--- config.mk ---
export PLATFORM = sky130hd
export DESIGN_NAME = quad_sched
export DESIGN_NICKNAME = d
export VERILOG_FILES = /design/src/rtl/quad_pkg.sv /design/src/rtl/quad_sched_rr_arb.sv /design/src/rtl/quad_sched.sv
export SDC_FILE = /design/constraint.sdc
export NUM_CORES = 1
export LEC_CHECK = 0
export BUFFER_PORTS_ARGS = -buffer_cell sky130_fd_sc_hd__buf_2
export CELL_PAD_IN_SITES_DETAIL_PLACEMENT = 0
export CELL_PAD_IN_SITES_GLOBAL_PLACEMENT = 1
export CORE_AREA = 3 3 340 342
export DETAILED_ROUTE_END_ITERATION = 7
export DIE_AREA = 0 0 343 345
export PLACE_DENSITY_LB_ADDON = 0.1
export REMOVE_ABC_BUFFERS = 1
export SYNTH_ARGS = -nofsm -noshare
export SYNTH_HDL_FRONTEND = slang
export SYNTH_SLANG_ARGS = --single-unit
--- constraint.sdc ---
create_clock -name clk -period 2.32 [get_ports clk]
set_clock_uncertainty 0.1 [all_clocks]
set_input_delay 0.464 -clock clk [delete_from_list [all_inputs] [get_ports clk]]
set_output_delay 0.464 -clock clk [all_outputs]
set_load 0.05 [all_outputs]
--- src/rtl/quad_pkg.sv ---
// Shared constants and types for the quad SHA-1 slot scheduler.
// Used by quad_sched and rr_arb.
package quad_pkg;

    localparam int SLOT_LEN     = 20;
    localparam int MSG_WORDS    = 5;
    localparam int QUAD_LATENCY = 83;
    localparam int PIPE_SLOTS   = 5;
    localparam int DIN_FIRST    = 2;
    localparam int CNT_W        = 5;
    localparam int TAG_ID_W     = 3;

    typedef bit [159:0] msg_t;

    typedef struct packed {
        logic                busy;
        logic [TAG_ID_W-1:0] id;
    } tag_t;

endpackage

--- src/rtl/quad_sched_rr_arb.sv ---
// Round-robin arbiter: first request at or after the pointer wins.
// The pointer moves past the winner when adv_en is high.
module rr_arb #(
    parameter int NREQ = 4,
    parameter int ID_W = 3
) (
    input  logic            clk,
    input  logic            reset,
    input  logic [NREQ-1:0] req,
    input  logic            adv_en,
    output logic [NREQ-1:0] gnt,
    output logic [ID_W-1:0] idx,
    output logic            any
);

    logic [ID_W-1:0] ptr_q, ptr_d;

    always_comb begin
        idx = '0;
        any = 1'b0;
        // Descending offset so the nearest request is written last.
        for (int k = NREQ - 1; k >= 0; k--) begin
            for (int i = 0; i < NREQ; i++) begin
                if (req[i] && ((int'(ptr_q) + k) % NREQ) == i) begin
                    idx = ID_W'(i);
                    any = 1'b1;
                end
            end
        end
        gnt = '0;
        for (int i = 0; i < NREQ; i++) begin
            gnt[i] = any && (idx == ID_W'(i));
        end
        ptr_d = ptr_q;
        if (adv_en && any) begin
            ptr_d = (int'(idx) == NREQ - 1) ? '0 : idx + 1'b1;
        end
    end

    always_ff @(posedge clk) begin
        if (reset) begin
            ptr_q <= '0;
        end else begin
            ptr_q <= ptr_d;
        end
    end

endmodule

--- src/rtl/quad_sched.sv ---
// Slot scheduler / result collector for one quad SHA-1 pipeline.
// Optional QUAD_SCHED_STATS_EN adds issued/bubble slot counters.
module quad_sched
    import quad_pkg::*;
#(
    parameter int NREQ = 4,
    parameter int ID_W = 3
) (
    input  logic                  clk,
    input  logic                  reset,
    input  logic [NREQ-1:0]       req_valid,
    input  logic [NREQ-1:0][159:0] req_data,
    output logic [NREQ-1:0]       req_ready,
    output logic                  phase_advance,
    output logic [31:0]           Din,
    input  logic [31:0]           R,
    output logic                  res_valid,
    output logic [ID_W-1:0]       res_id,
    output msg_t                  res_data
`ifdef QUAD_SCHED_STATS_EN
    ,
    output logic [31:0]           stat_busy,
    output logic [31:0]           stat_idle
`endif
);

    // Outputs are loaded one cycle ahead, so cnt_q leads the frame by one.
    localparam logic [CNT_W-1:0] LAST   = CNT_W'(SLOT_LEN - 1);
    localparam logic [CNT_W-1:0] DIN_LO = CNT_W'(DIN_FIRST);
    localparam logic [CNT_W-1:0] DIN_HI = CNT_W'(DIN_FIRST + MSG_WORDS - 1);
    localparam int               COL_A  = (DIN_FIRST + QUAD_LATENCY) % SLOT_LEN + 1;
    localparam logic [CNT_W-1:0] COL_LO = CNT_W'(COL_A);
    localparam logic [CNT_W-1:0] COL_HI = CNT_W'(COL_A + MSG_WORDS - 1);

    logic [CNT_W-1:0]            cnt_q, cnt_d;
    logic [NREQ-1:0]             rdy_q, rdy_d;
    logic [ID_W-1:0]             gidx_q, gidx_d;
    logic                        pa_q, pa_d;
    logic [31:0]                 din_q, din_d;
    msg_t                        issue_q, issue_d;
    tag_t [PIPE_SLOTS-1:0]       tags_q, tags_d;
    msg_t                        coll_q, coll_d;
    logic                        rv_q, rv_d;
    logic [ID_W-1:0]             rid_q, rid_d;
    msg_t                        rdata_q, rdata_d;

    logic                        at_last;
    logic [NREQ-1:0]             arb_gnt;
    logic [ID_W-1:0]             arb_idx;
    logic                        arb_any;
    msg_t                        sel_msg;
    tag_t                        new_tag;

    assign at_last = (cnt_q == LAST);

    rr_arb #(.NREQ(NREQ), .ID_W(ID_W)) u_arb (
        .clk    (clk),
        .reset  (reset),
        .req    (req_valid),
        .adv_en (at_last),
        .gnt    (arb_gnt),
        .idx    (arb_idx),
        .any    (arb_any)
    );

    always_comb begin
        cnt_d   = at_last ? '0 : cnt_q + 1'b1;
        rdy_d   = at_last ? arb_gnt : '0;
        gidx_d  = (at_last && arb_any) ? arb_idx : gidx_q;
        pa_d    = (cnt_q == '0);
        din_d   = '0;
        issue_d = issue_q;
        tags_d  = tags_q;
        coll_d  = coll_q;
        rv_d    = 1'b0;
        rid_d   = rid_q;
        rdata_d = rdata_q;

        sel_msg = '0;
        for (int i = 0; i < NREQ; i++) begin
            if (gidx_q == ID_W'(i)) begin
                sel_msg = req_data[i];
            end
        end
        new_tag.busy = |rdy_q;
        new_tag.id   = TAG_ID_W'(gidx_q);

        if (cnt_q == '0) begin
            issue_d = (|rdy_q) ? sel_msg : '0;
            tags_d  = {tags_q[PIPE_SLOTS-2:0], new_tag};
        end
        if (cnt_q >= DIN_LO && cnt_q <= DIN_HI) begin
            din_d   = issue_q[159:128];
            issue_d = {issue_q[127:0], 32'h0};
        end
        if (cnt_q >= COL_LO && cnt_q <= COL_HI) begin
            coll_d = {coll_q[127:0], R};
        end
        if (cnt_q == COL_HI && tags_q[PIPE_SLOTS-1].busy) begin
            rv_d    = 1'b1;
            rid_d   = ID_W'(tags_q[PIPE_SLOTS-1].id);
            rdata_d = {coll_q[127:0], R};
        end
    end

    always_ff @(posedge clk) begin
        if (reset) begin
            cnt_q   <= '0;
            rdy_q   <= '0;
            gidx_q  <= '0;
            pa_q    <= 1'b0;
            din_q   <= '0;
            issue_q <= '0;
            tags_q  <= '0;
            coll_q  <= '0;
            rv_q    <= 1'b0;
            rid_q   <= '0;
            rdata_q <= '0;
        end else begin
            cnt_q   <= cnt_d;
            rdy_q   <= rdy_d;
            gidx_q  <= gidx_d;
            pa_q    <= pa_d;
            din_q   <= din_d;
            issue_q <= issue_d;
            tags_q  <= tags_d;
            coll_q  <= coll_d;
            rv_q    <= rv_d;
            rid_q   <= rid_d;
            rdata_q <= rdata_d;
        end
    end

    assign req_ready     = rdy_q;
    assign phase_advance = pa_q;
    assign Din           = din_q;
    assign res_valid     = rv_q;
    assign res_id        = rid_q;
    assign res_data      = rdata_q;

`ifdef QUAD_SCHED_STATS_EN
    logic [31:0] busy_q, busy_d;
    logic [31:0] idle_q, idle_d;

    always_comb begin
        busy_d = busy_q;
        idle_d = idle_q;
        if (at_last) begin
            if (arb_any) busy_d = busy_q + 32'd1;
            else         idle_d = idle_q + 32'd1;
        end
    end

    always_ff @(posedge clk) begin
        if (reset) begin
            busy_q <= '0;
            idle_q <= '0;
        end else begin
            busy_q <= busy_d;
            idle_q <= idle_d;
        end
    end

    assign stat_busy = busy_q;
    assign stat_idle = idle_q;
`endif

endmodule

==> impl_metrics.ini, run 1 <==
[run_status]
status = complete, but fails checks
failed_checks = setup timing

[synthesis]
ys_top_cells_by_area = dfxtp_1 (44%), mux4_2 (16%), a21oi_1 (6.7%)
yosysWarnings = 0
synth-compound-area-share_pct = 17.46
synth-seq-cells = 512
synthDistinctLibCells = 46
yosys.area.top_type = dfxtp_1
synth_area_mm2 = 0.02307
synth-xor-area-share_pct = 0.07592
synth_adder_area_share_pct = 0.3796
synthSimpleGateAreaFrac_pct = 17.18
synth_top_family_by_area = compound AO/OA/AOI/OAI gates
ys_seq_area_share_pct = 44.43
syn_inst = 2393
synthMuxAreaShare_pct = 15.62
synth_top_area_share_pct = 44.43
avgSynthCellArea_um2 = 9.642

[routing]
ant_nets = 0
drc_errors = 0
drt-total-wl_um = 125900
vias = 22999
via_per_inst = 4.776
initialDrtViolationCount = 1725
wire_per_inst_um = 26.14
firstDrtPassIters = 5

[timing]
fin_crit_ps = 2403
final.setup.tns_ps = -1535
fin_ws_ps = -83.07
worstMarginPinSlew_ps = 1068
hold_violations = 0
fmax_ghz = 0.4161
setup_viol = 37
final_min_period_over_clock_period_pct = 103.6
max-slew-margin-rel_pct = 28.78
rsz0062_at_grt = yes
maxSlewViolCount = 0
hold_ws_ps = 142.8

[floorplan]
initial_core_util_pct = 20.48
fp-row-count = 123
core_mm2 = 0.1127
ios = 879
die_w_um = 343
die_area_mm2 = 0.1183
die_h_um = 345

[placed_design]
dp_slack_ps = -57.51
place.port_buffers = 877
place.gp.congestion = 0.8929
hpwlAfterDp_um = 93630
postPlaceCellArea_mm2 = 0.02939

[power_and_ir_drop]
p_leak_nw = 12.45
vdd_drop_max_mv = 0.3910
powerDensity_mw_per_mm2 = 716.4

[setup_path]
path_cells = inv_1 -> ha_1 -> or4b_4 -> buf_16 -> a221oi_2 -> nor3_2
critPathCaptureType = flop
critPathMaxStageDelay_ps = 600
path_buf_inv = 2
arrival_ps = 2770
cp_slowest_cell = or4b_4
worstPathRequired_ps = 2690
crit_fanout = 71
reg2reg_slack_ps = -80
crit_path_start_kind = flop
crit_family = simple AND/OR/NAND/NOR gates
worstSetupPathType = flop to flop

[global_routing]
grt_pass1_wl_um = 173300
gr-total-overflow = 0
grt_pass1_vias = 23106
grt_use_total_pct = 20.22
antenna_found_initial = 142
grt_max_degree = 143

[final_layout]
final_common_cell = buf_2
fillCellCount = 12120
layout_common_cells = buf_2 (876), dfxtp_1 (509), nand2_1 (355)
layout.nets = 3889
layout-drive-gt1-share_pct = 42.34
syn_to_final_growth_pct = 40.02
final_area_mm2 = 0.03231

[cts]
cts_buffer_depth = 3
insertion_delay_ps = 630
numCtsBuffers = 67
path_clk_slew_ps = 60
root_buffer = clkbuf_16
cts_sinks = 512
tritoncts = done
htreeDepth = 3

[run]
drv_cap = 0

[hold_path]
min_path_type = primary input to flop
[state kept, by name, summed over array words and instances (netlist names)]
| register | count |
|---|---|
| coll_q | 128 |
| res_id | 2 |
| req_ready | 4 |
| res_data | 160 |
| Din | 32 |
| u_arb.ptr_q | 2 |
| cnt_q | 5 |
| phase_advance | 1 |
| gidx_q | 2 |
| issue_q | 160 |
| tags_q | 15 |
| res_valid | 1 |
[worst min-delay path, cell delays in order]
cell and delay (ps):
buf_2 180, nand2_1 90, a21oi_1 50
[cell families (layout without fill, tap and decap cells)]
group	count (synthesis)	count (layout)
AND/OR/NAND/NOR	843	843
AO/OA/AOI/OAI	610	610
flip-flops	512	512
buffers and inverters	258	1122
multiplexers	160	160
adder cells (fa/ha/maj)	7	7
XOR/XNOR	2	2
other	1	60
[worst paths after layout]
kind                   start       endpoint  cells after the start
setup / recovery    cnt_q[1]   issue_q[153]                      6
hold / removal         R[17]   res_data[17]                      3
setup reg to reg    cnt_q[1]   issue_q[153]                      6
hold reg to reg   coll_q[99]  res_data[131]                      2
[area by class of cell]
cell class	instances	area [um2]	area share [%]
diodes	59	147.6	0.4570
well taps	1500	1877	5.809
multi-input cells	1623	11920	36.89
clock inverters	25	230.2	0.7126
inverters	6	25.02	0.07746
clock buffers	97	1929	5.972
flip-flops and latches	512	10260	31.76
repair buffers	994	5918	18.32
[cell usage after synthesis (all sizes together)]
library cell / count
dfxtp: 512
nand2: 355
a21oi: 309
clkbuf: 175
nor2: 175
mux4: 160
nand3: 129
nor3: 129
o21ai: 129
a221oi: 128
buf: 77
and2: 36
a22oi: 32
ha: 7
inv: 6
nor2b: 4
nand2b: 3
nor3b: 3
a211oi: 2
o22ai: 2
or2: 2
a21o: 1
a2bb2oi: 1
conb: 1
nand3b: 1
nand4b: 1
nor4: 1
nor4b: 1
nor4bb: 1
o221ai: 1
o2bb2ai: 1
o311a: 1
o311ai: 1
o41a: 1
o41ai: 1
or3: 1
or4b: 1
xnor2: 1
xor2: 1
[through the flow]
| stage | utilization [%] | instances | total power [mW] |
|---|---|---|---|
| 6_report | 28.68 | 4816 | 23.14 |
| 5_1_grt | 28.62 | 4788 | 24.18 |
| 4_1_cts | 28.35 | 4753 | 23.47 |
| 3_5_place_dp | 26.09 | 4596 | 12.88 |
| 3_3_place_gp | 26.09 | 4596 | 12.83 |
| 2_1_floorplan | - | 2141 | 11.74 |
[power by group]
group / total (mW) / internal (mW) / switching [mW]
Combinational: 3.49 / 1.47 / 2.02
Sequential: 9.41 / 9.17 / 0.240
Clock: 10.2 / 5.95 / 4.28
[per-layer routing]
layer | global-route usage [%] | wire [um] | vias up
li1 | - | - | 10429
met1 | 23.76 | 49480 | 11316
met2 | 33.54 | 62130 | 958
met3 | 6.118 | 9723 | 258
met4 | 9.539 | 4295 | 38
met5 | 0 | 263 | -
[repair_timing]
| action | in CTS | in global routing |
|---|---|---|
| pin swaps | 1 | 9 |
| setup endpoints to repair | 108 | 108 |
| hold buffers | 31 | 0 |
| cloned | 1 | 3 |
| hold endpoints to repair | 61 | 0 |
| buffers inserted | 3 | 1 |
| resized for setup | 2 | 23 |
No activity file was read; power rests on OpenSTA's default activity.
==> run 2: changes to the inputs <==
CORE_AREA = 3 3 346 348   (was 3 3 340 342)
CTS_BUF_LIST = sky130_fd_sc_hd__clkbuf_8   (was not set)
DIE_AREA = 0 0 349 351   (was 0 0 343 345)
==> run 2 against run 1 <==
  * The run now ends clean
  * Core utilization shrank 0.41 points
  * Die area is 3.5% higher
  * Combinational power increased by 2%
  * Setup slack better by 110 ps
  * Non-clock buffer count grew 49
  * Routed wire length rose by 0.56%
  * Critical path depth increased by 5
  * Largest power group is now registers
==> impl_metrics.ini, run 2 (synthesis results as in run 1) <==
[run_status]
status = finished clean

[routing]
drc_errors = 0
ant_nets = 0
vias = 23322
via_per_inst = 4.739
firstDrtPassIters = 5
wire_per_inst_um = 25.73
initialDrtViolationCount = 1579
drt-total-wl_um = 126600

[global_routing]
grt_max_degree = 131
grt_use_total_pct = 19.74
grt_pass1_wl_um = 175600
grt_pass1_vias = 23570
gr-total-overflow = 0
antenna_found_initial = 124

[setup_path]
arrival_ps = 2810
worstPathRequired_ps = 2830
crit_cells = 11
worstSetupPathType = flop to flop
crit_family = simple AND/OR/NAND/NOR gates
crit_fanout = 6
crit_top_cell = buf_12
reg2reg_slack_ps = 20
crit_path_start_kind = flop
crit_path_end = issue_q[42]
r2r_start = cnt_q[1]
r2r_cells = 11
timing.rr.end = issue_q[42]
critPathCaptureType = flop
cp-startpoint = cnt_q[1]
path_buf_inv = 6
path_cells = buf_6 -> inv_4 -> ha_4 -> or4b_4 -> nor2_8 -> buf_12 -> buf_16 -> buf_12 -> clkbuf_16 -> a221oi_2 -> nor3_2
critPathMaxStageDelay_ps = 540
cp_slowest_cell = or4b_4

[floorplan]
fp-row-count = 125
die_w_um = 349
ios = 879
die_area_mm2 = 0.1225
die_h_um = 351
core_mm2 = 0.1165
initial_core_util_pct = 19.80

[cts]
numCtsBuffers = 99
insertion_delay_ps = 730
htreeDepth = 3
cts_sinks = 512
path_clk_slew_ps = 60
tritoncts = done
root_buffer = clkbuf_8
cts_buffer_depth = 3

[final_layout]
layout_common_cells = buf_2 (876), dfxtp_1 (508), nand2_1 (355)
multiInputGateArea_mm2 = 0.01198
syn_to_final_growth_pct = 42.75
final_common_cell = buf_2
layout-drive-gt1-share_pct = 43.73
layout.nets = 3970
fillCellCount = 12508
register_area_mm2 = 0.01026

[power_and_ir_drop]
vdd_drop_max_mv = 0.3366
finalPower_mw = 22.20
powerDensity_mw_per_mm2 = 674.1
p_leak_nw = 12.94

[timing]
rsz0062_at_grt = yes
setup_viol = 0
fin_ws_ps = 23.03
max-slew-margin-rel_pct = 25.21
fin_crit_ps = 2297
maxSlewViolCount = 0
worstMarginPinSlew_ps = 1122
fmax_ghz = 0.4354
final_min_period_over_clock_period_pct = 99.01
hold_violations = 0

[placed_design]
place.gp.congestion = 0.9219
place.port_buffers = 877
dp_slack_ps = -62.51
hpwlAfterDp_um = 94190

[run]
drv_cap = 0

[hold_path]
min_path_type = primary input to flop
-- run 2: report_power, final --
group          internal, mW  switching [mW]
registers              9.18           0.238
logic                  1.53            2.02
clock network          5.06            4.17
total                  15.8            6.43
-- run 2: timing repair --
| item | 4_1_cts | 5_1_grt |
|---|---|---|
| endpoints found under the hold margin | 65 | 0 |
| setup buffers | 13 | 4 |
| cloned | 10 | 3 |
| pin swaps | 20 | 45 |
| resized for setup | 40 | 21 |
| hold buffers | 34 | 0 |
| endpoints found under the setup margin | 119 | 142 |
-- run 2: stage by stage --
step	setup TNS, ps	cell area [um2]	util [%]	hold WS (ps)	cells
after floorplan	-3319880	21980	-	322.3	2141
after global placement	-337.0	29660	25.46	335.6	4646
after detailed placement	-2086	29660	25.46	340.2	4646
after CTS	-114.9	32640	28.01	1.425	4876
after global routing	-321.7	32880	28.21	83.95	4897
final	0	32940	28.27	107.8	4921
-- run 2: area by class of cell --
cell class                      instances  share of cell area, %
Timing Repair Buffer                 1043                  20.23
Multi-Input combinational cell       1623                  36.37
Antenna cell                           40                 0.3039
Clock buffer                          122                  5.098
Tap cell                             1524                  5.790
Inverter                                6                0.08358
Clock inverter                         51                 0.9611
Sequential cell                       512                  31.17
-- run 2: worst register-to-register path, cell delays in order (launching register included) --
cell and delay (ps):
dfxtp_4 350, buf_6 120, inv_4 50, ha_4 110, or4b_4 540, nor2_8 150, buf_12 120, buf_16 150
buf_12 160, clkbuf_16 150, a221oi_2 60, nor3_2 130
-- run 2: how the worst min path moves through the flow --
stage | start | endpoint | cells after the start
floorplan | coll_q[96] | res_data[128] | 2
global placement | coll_q[125] | res_data[157] | 2
detailed placement | coll_q[101] | res_data[133] | 2
CTS | reset | cnt_q[4] | 3
global route | reset | tags_q[13] | 3
finish | reset | res_data[8] | 3
-- run 2: metal layers --
layer | up-vias | track usage, % | routed length (um)
li1 | 10576 | - | -
met1 | 11509 | 23.32 | 50130
met2 | 929 | 34.67 | 63150
met3 | 284 | 4.804 | 8071
met4 | 24 | 7.139 | 5071
met5 | - | 0 | 172
